===== config.mk =====
export PLATFORM = sky130hd
export DESIGN_NAME = srx_deser_flat
export DESIGN_NICKNAME = d
export VERILOG_FILES = /design/src/rtl/srx_deser_if.sv /design/src/rtl/srx_deser.sv /design/src/flat_wrapper.sv
export SDC_FILE = /design/constraint.sdc
export NUM_CORES = 1
export LEC_CHECK = 0
export CORE_UTILIZATION = 30
export CTS_CLUSTER_SIZE = 14
export DETAILED_ROUTE_END_ITERATION = 8
export GPL_TIMING_DRIVEN = 0
export HOLD_SLACK_MARGIN = 0.15
export PLACE_DENSITY = 0.58
export SYNTH_ARGS = -nofsm -noshare
export SYNTH_HDL_FRONTEND = slang
export SYNTH_SLANG_ARGS = --single-unit

===== constraint.sdc =====
create_clock -name clk -period 5.6 [get_ports clk]
set_clock_uncertainty 0.2 [all_clocks]
set_input_delay 1.68 -clock clk [delete_from_list [all_inputs] [get_ports clk]]
set_output_delay 1.68 -clock clk [all_outputs]
set_load 0.05 [all_outputs]

===== src/rtl/srx_deser_if.sv =====
// Valid/ready word stream carrying recovered words from srx_deser to its consumer.
interface srx_deser_if #(
   parameter int DW = 16
);
   logic [DW-1:0] o_rx_data;
   logic          o_rx_vld;
   logic          i_rx_rdy;

   modport master (output o_rx_data, output o_rx_vld, input i_rx_rdy);
   modport slave  (input o_rx_data, input o_rx_vld, output i_rx_rdy);
endinterface


===== src/rtl/srx_deser.sv =====
// Frame-sync serial receiver: rebuilds DW-bit words from an MSB-first bit stream
// and queues them in a small show-ahead FIFO with overflow and framing-error reporting.
module srx_deser #(
   parameter int DW      = 16,
   parameter int FIFO_AW = 2
) (
   input  logic        clk,
   input  logic        rst,
   input  logic        i_fs,
   input  logic        i_d,
   srx_deser_if.master rx,
   output logic        o_ovf,
   input  logic        i_ovf_clr,
   output logic        o_frame_err,
   output logic [15:0] o_word_cnt,
   output logic [7:0]  o_err_cnt
);

   localparam int CNT_W = $clog2(DW);
   localparam int DEPTH = 1 << FIFO_AW;

   typedef enum logic {S_IDLE, S_RECV} state_e;

   state_e               state_q, state_d;
   logic [CNT_W-1:0]     bit_cnt_q, bit_cnt_d;
   logic [DW-1:0]        shreg_q, shreg_d;
   logic                 frame_err_q, frame_err_d;
   logic                 ovf_q, ovf_d;
   logic [15:0]          word_cnt_q, word_cnt_d;
   logic [7:0]           err_cnt_q, err_cnt_d;
   logic [FIFO_AW:0]     wr_ptr_q, wr_ptr_d;
   logic [FIFO_AW:0]     rd_ptr_q, rd_ptr_d;
   logic [DW-1:0]        rx_data_q, rx_data_d;
   logic                 rx_vld_q, rx_vld_d;
   logic [DW-1:0]        mem_q [DEPTH];

   logic                 push, pop, push_ok, drop, fifo_full;
   logic [DW-1:0]        push_word;

   // NOTE: every combinational output gets a default first, so no path can infer a latch.
   always_comb begin
      state_d     = state_q;
      bit_cnt_d   = bit_cnt_q;
      shreg_d     = shreg_q;
      frame_err_d = 1'b0;
      push        = 1'b0;
      push_word   = {shreg_q[DW-2:0], i_d};
      unique case (state_q)
         S_IDLE: begin
            if (i_fs) begin
               shreg_d   = push_word;
               bit_cnt_d = CNT_W'(1);
               state_d   = S_RECV;
            end
         end
         S_RECV: begin
            if (i_fs) begin
               // Sync inside a frame: drop the partial word and treat this bit as a new MSB.
               frame_err_d = 1'b1;
               shreg_d     = push_word;
               bit_cnt_d   = CNT_W'(1);
            end else if (bit_cnt_q == CNT_W'(DW - 1)) begin
               push      = 1'b1;
               bit_cnt_d = '0;
               state_d   = S_IDLE;
            end else begin
               shreg_d   = push_word;
               bit_cnt_d = bit_cnt_q + 1'b1;
            end
         end
         default: state_d = S_IDLE;
      endcase
   end

   always_comb begin
      fifo_full  = (wr_ptr_q[FIFO_AW] != rd_ptr_q[FIFO_AW]) &&
                   (wr_ptr_q[FIFO_AW-1:0] == rd_ptr_q[FIFO_AW-1:0]);
      pop        = rx.i_rx_rdy & rx_vld_q;
      push_ok    = push & (~fifo_full | pop);
      drop       = push & fifo_full & ~pop;
      wr_ptr_d   = push_ok ? wr_ptr_q + 1'b1 : wr_ptr_q;
      rd_ptr_d   = pop ? rd_ptr_q + 1'b1 : rd_ptr_q;
      rx_vld_d   = (wr_ptr_d != rd_ptr_d);
      // Next head is the incoming word only when it lands in the slot the read pointer moves to.
      rx_data_d  = rx_data_q;
      if (rx_vld_d) begin
         if (push_ok && (wr_ptr_q[FIFO_AW-1:0] == rd_ptr_d[FIFO_AW-1:0]))
            rx_data_d = push_word;
         else
            rx_data_d = mem_q[rd_ptr_d[FIFO_AW-1:0]];
      end
      ovf_d      = drop | (ovf_q & ~i_ovf_clr);
      word_cnt_d = word_cnt_q + 16'(push_ok);
      err_cnt_d  = (frame_err_d && err_cnt_q != 8'hFF) ? err_cnt_q + 8'd1 : err_cnt_q;
   end

   // NOTE: sequential state uses non-blocking assignments so every flop samples pre-edge values.
   always_ff @(posedge clk) begin
      if (rst) begin
         state_q     <= S_IDLE;
         bit_cnt_q   <= '0;
         shreg_q     <= '0;
         frame_err_q <= 1'b0;
         ovf_q       <= 1'b0;
         word_cnt_q  <= '0;
         err_cnt_q   <= '0;
         wr_ptr_q    <= '0;
         rd_ptr_q    <= '0;
         rx_data_q   <= '0;
         rx_vld_q    <= 1'b0;
      end else begin
         state_q     <= state_d;
         bit_cnt_q   <= bit_cnt_d;
         shreg_q     <= shreg_d;
         frame_err_q <= frame_err_d;
         ovf_q       <= ovf_d;
         word_cnt_q  <= word_cnt_d;
         err_cnt_q   <= err_cnt_d;
         wr_ptr_q    <= wr_ptr_d;
         rd_ptr_q    <= rd_ptr_d;
         rx_data_q   <= rx_data_d;
         rx_vld_q    <= rx_vld_d;
      end
   end

   // NOTE: storage is not reset; the pointers alone decide which entries are live.
   always_ff @(posedge clk) begin
      if (push_ok)
         mem_q[wr_ptr_q[FIFO_AW-1:0]] <= push_word;
   end

   assign rx.o_rx_data = rx_data_q;
   assign rx.o_rx_vld  = rx_vld_q;
   assign o_ovf        = ovf_q;
   assign o_frame_err  = frame_err_q;
   assign o_word_cnt   = word_cnt_q;
   assign o_err_cnt    = err_cnt_q;

endmodule

===== src/flat_wrapper.sv =====
// flat-port wrapper written by rule: the top's interface ports become plain ports
module srx_deser_flat 
#(
   parameter int DW      = 16,
   parameter int FIFO_AW = 2
)
  (clk, rst, i_fs, i_d, o_ovf, i_ovf_clr, o_frame_err, o_word_cnt, o_err_cnt, rx_o_rx_data, rx_o_rx_vld, rx_i_rx_rdy);
  srx_deser_if #(.DW(DW)) rx_i ();
  input  logic clk;
  input  logic rst;
  input  logic i_fs;
  input  logic i_d;
  output logic o_ovf;
  input  logic i_ovf_clr;
  output logic o_frame_err;
  output logic [15:0] o_word_cnt;
  output logic [7:0] o_err_cnt;
  output wire logic [$bits(rx_i.o_rx_data)-1:0] rx_o_rx_data;
  output wire logic [$bits(rx_i.o_rx_vld)-1:0] rx_o_rx_vld;
  input wire logic [$bits(rx_i.i_rx_rdy)-1:0] rx_i_rx_rdy;
  assign rx_o_rx_data = rx_i.o_rx_data;
  assign rx_o_rx_vld = rx_i.o_rx_vld;
  assign rx_i.i_rx_rdy = rx_i_rx_rdy;
  srx_deser #(.DW(DW), .FIFO_AW(FIFO_AW)) u_core (.clk(clk), .rst(rst), .i_fs(i_fs), .i_d(i_d), .rx(rx_i), .o_ovf(o_ovf), .i_ovf_clr(i_ovf_clr), .o_frame_err(o_frame_err), .o_word_cnt(o_word_cnt), .o_err_cnt(o_err_cnt));
endmodule

==> out/qor_table.md <==
| Group | Quantity | Reported |
| --- | --- | --- |
| outcome | Outcome | completed |
| route | Drt first pass iters | 4 |
| placed design | Placed cell count | 831 |
| cts | Clock buffer count from CTS | 17 |
| pwr | Peak supply drop | 0.201 mV |
| layout | Fin nets | 595 |
| die | Area enclosed by the die boundary | 0.0211 sq mm |
| route | Detail-routed via count per cell | 5.06 |
| yosys | Synthesized flop and latch total | 133 |
| route | Final antenna-violating net count | 0 |
| setup path | Start-to-end type of the worst setup path | primary input to flip-flop |
| pwr | Total power per unit cell area | 293 mW/mm^2 |
| placed design | GP Congestion | 0.776 |
| yosys | Main flop type after synthesis | dfxtp_1 |
| timing | Period Utilization, post-route | 77.9% |
| pwr | Internal power | 1.77 mW |
| min path | Cell depth of the worst hold path | 2 |
| grt | Initial antenna violation count | 0 |
| pwr | Switching power summed over all nets | 0.445 mW |
| pwr | Leakage power | 2.64 nW |
| cts | Buffers inserted by post-CTS timing repair | 0 |
| cts | Total of hold buffers inserted after clock tree synthesis | 0 |
| die | Initial core utilization | 30.5% |
| grt | Congestion Overflow GR | 0 |
| yosys | Cell count after synthesis | 515 |
| cts | H-Tree Depth | 4 |
| grt | Vias in the first global route | 4423 |
| yosys | Cells taking the most area after synthesis | edfxtp_1, dfxtp_1, mux2i_1, mux2_2, a221o_1 |
| timing | Finish-stage setup viols | 0 |
| layout | Fraction of final layout cells sized beyond drive strength 1 | 14.5% |
| yosys | Syn Area/Cell | 11.9 sq um |
| timing | FMAX | 229 MHz |
| layout | Layout Area Growth over Synthesis | 22.7% |
| route | DRC violations left | 0 |
| setup path | Minimum setup slack among reg-to-reg paths | 2190 ps |
| cts | Number of instances resized during post-cts repair | 0 |
| yosys | Cell accounting for the most synthesized area | edfxtp_1 |
| grt | Pin count of the biggest net entering global routing | 17 |
| pwr | Total power consumption of the routed design | 2.21 mW |
| yosys | Yosys synthesis warning count | 0 |
| die | Core area | 0.0202 sq mm |
| min path | HP Start | u_core.rx.o_rx_data[3] |
| yosys | Post-synth design cell area | 0.00615 sq mm |
| timing | Total Negative Setup Slacks | 0 ps |
| setup path | Worst reg2reg path endpoint | u_core.o_word_cnt[14] |
| die | Die width | 145 microns |
| timing | Shortest clock period the worst path allows after layout | 4360 ps |
| die | DIE HEIGHT | 145 microns |
| timing | RSZ-0062 raised after global routing | false |
| placed design | Half-perimeter wire length after detailed placement | 9660 microns |
| route | Total detailed-routing wirelength | 15400 microns |
| layout | Inserted Diodes | 0 |
| placed design | Port-buffer cells | 46 |
| die | Top-level I/O count | 49 |
| flow run | Max-cap viol count | 0 |
| setup path | Critical Path RT | 5750 ps |
| yosys | Syn Nets | 530 |
| layout | Layout Utilization | 37.4% |
| pwr | Clock power frac | 51.9% |
| setup path | Worst reg2reg startpoint | u_core.bit_cnt_q[0] |
| setup path | Biggest fanout along the worst timing path | 9 |
| yosys | Count of cell types in the netlist | 43 |
| cts | Number of buffers between clock root and the deepest sink | 2 |
| grt | Global Route Usage Sum | 15.1% |
| timing | Max-slew violation count | 0 |
| die | # rows | 52 |
| setup path | Data arrival time of the critical path | 4510 ps |
| setup path | Critical path startpoint category | primary input |
| layout | Number of standard cells in the final layout excluding fillers | 862 |
| yosys | Sequential fraction of the synthesis area | 53.7% |
| min path | HP Class | flip-flop to flip-flop |
| setup path | Capturing element type of the critical path | flip-flop |
| yosys | Share of the synthesized area in the top cell type | 31.3% |
| yosys | Number of synthesized flops with an enable pin | 64 |
| timing | Tightest slew margin relative to the limit | 29.1% |
| setup path | FF-to-FF path depth | 11 |
| route | Initial DRC Count | 376 |
| cts | Clock insertion delay at the later pin of the skew report | 420 ps |
| route | Detailed-route wire length per cell | 17.9 microns |
| pwr | Logic gate share of total power | 2.0% |
| cts | Clock transition time at the flip-flop clock pins of the worst setup and hold paths | 60 ps |
| min path | Hold path endpoint | u_core.rx.o_rx_data[3] |
| yosys | Async set-or-reset flop fraction in the synthesized netlist | 0% |
| cts | Clock Sink Count | 133 |
| timing | Final Hold Vio Count | 0 |
| pwr | Register share of total power | 46.1% |
| pwr | Switch share | 20.1% |
| timing | Slew at the pin closest to its max-slew limit | 1060 ps |
| cts | CTS root buf | clkbuf_16 |
| route | Overall via count from detail_route | 4363 |
| grt | First-pass GRT wire length | 24100 microns |
| cts | TritonCTS clock tree | built |
-- power by group through the flow --
stage	registers, mW	clock network [mW]	logic, mW
final	1.02	1.15	0.0443
after global routing	1.02	1.21	0.0480
after CTS	1.02	1.16	0.0447
after detailed placement	1.04	0	0.0445
after global placement	1.04	0	0.0438
after floorplan	1.04	0	0.0256
-- routing by layer --
metal  global-route usage, %  part of all wire, %  up-vias
met2                    24.2                   47      160
li1                        -                    -     2044
met4                    5.79                  1.6        0
met3                    4.21                  6.9       18
met5                       0                    0        -
met1                    19.2                   45     2141
-- registers in the layout, indices dropped and copies added (netlist names), 3 cells and up --
name and count:
u_core.o_err_cnt 8, u_core.wr_ptr_q 3, u_core.mem_q 64, u_core.o_word_cnt 16, u_core.rx.o_rx_data 16, u_core.rd_ptr_q 3, u_core.bit_cnt_q 4, u_core.shreg_q 15
-- layout make-up --
| type | instances | area, sq um |
|---|---|---|
| flip-flops and latches | 133 | 3300 |
| repair buffers | 46 | 460 |
| inverters | 4 | 15.0 |
| fillers | 1999 | 12600 |
| plain buffers | 32 | 181 |
| multi-input cells | 346 | 2650 |
| clock inverters | 11 | 159 |
| well taps | 270 | 338 |
| clock buffers | 20 | 437 |
-- how the worst max path moves through the flow --
stage	slack [ps]	endpoint	depth (start not counted)	from
finish	1240	u_core.o_word_cnt[14]	10	rx_i_rx_rdy
detailed placement	810	u_core.o_word_cnt[12]	10	rx_i_rx_rdy
floorplan	1420	u_core.o_word_cnt[14]	10	i_fs
CTS	1240	u_core.o_word_cnt[12]	10	rx_i_rx_rdy
global placement	860	u_core.o_word_cnt[14]	10	rx_i_rx_rdy
global route	1010	u_core.o_word_cnt[12]	10	rx_i_rx_rdy
-- cell usage in the layout (no fill, tap or decap), types with 2 or more instances in the layout --
cell type | Yosys | layout
bufinv_16 | 0 | 4
inv_1 | 4 | 4
nor2_1 | 61 | 61
nand2b_1 | 16 | 16
dfxtp_1 | 69 | 69
clkbuf_1 | 11 | 14
edfxtp_1 | 64 | 64
o22ai_1 | 16 | 16
ha_1 | 9 | 9
mux2i_1 | 66 | 66
nand4_1 | 7 | 7
xor2_1 | 16 | 16
and3_1 | 4 | 4
nand3b_1 | 2 | 2
clkbuf_16 | 0 | 17
xnor2_1 | 11 | 11
a221o_1 | 32 | 32
nor3_1 | 6 | 6
a21oi_1 | 9 | 9
nand3_1 | 9 | 9
or3_1 | 4 | 4
nand2_1 | 14 | 14
or2_2 | 2 | 2
buf_6 | 2 | 2
and4_1 | 3 | 3
clkdlybuf4s50_1 | 0 | 46
clkinvlp_4 | 0 | 2
buf_2 | 12 | 12
clkinv_2 | 0 | 4
buf_4 | 4 | 4
nor2b_1 | 3 | 3
and2_1 | 6 | 6
o21ai_0 | 5 | 5
buf_1 | 2 | 2
xor2_2 | 2 | 2
mux2_2 | 32 | 32
-- synth_stat cells (11+ instances only) --
library cell	instances
a221o_1	32
buf_2	12
clkbuf_1	11
dfxtp_1	69
edfxtp_1	64
mux2_2	32
mux2i_1	66
nand2_1	14
nand2b_1	16
nor2_1	61
o22ai_1	16
xnor2_1	11
xor2_1	16
-- per-stage QoR --
step	setup WS [ps]	hold slack, ps	area [sq um]
detailed placement	814	270	6950
CTS	1240	281	7540
global placement	862	265	6950
finish	1240	276	7540
global route	1010	294	7540
floorplan	1420	282	6150
-- kinds of logic (layout without fill, tap and decap cells) --
kind of cell               Yosys count  after routing  share of synthesized area [%]
buffers and inverters               36            113                           3.19
AOI/OAI and AO/OA                   71             71                           9.34
xor gates and xnor gates            29             29                           4.37
DFF                                133            133                           53.7
adders and majority gates            9              9                           1.83
and+or+nand+nor                    139            139                           10.9
muxes                               98             98                           16.6
-- critical path, cell delays in order --
cell	delay, ps
clkdlybuf4s50_1	570
and2_1	240
nor3_1	120
a21oi_2	380
ha_1	290
ha_1	230
nand3_1	160
or2_2	380
or3_1	320
a21oi_1	140
No activity file was read; power rests on OpenSTA's default activity.
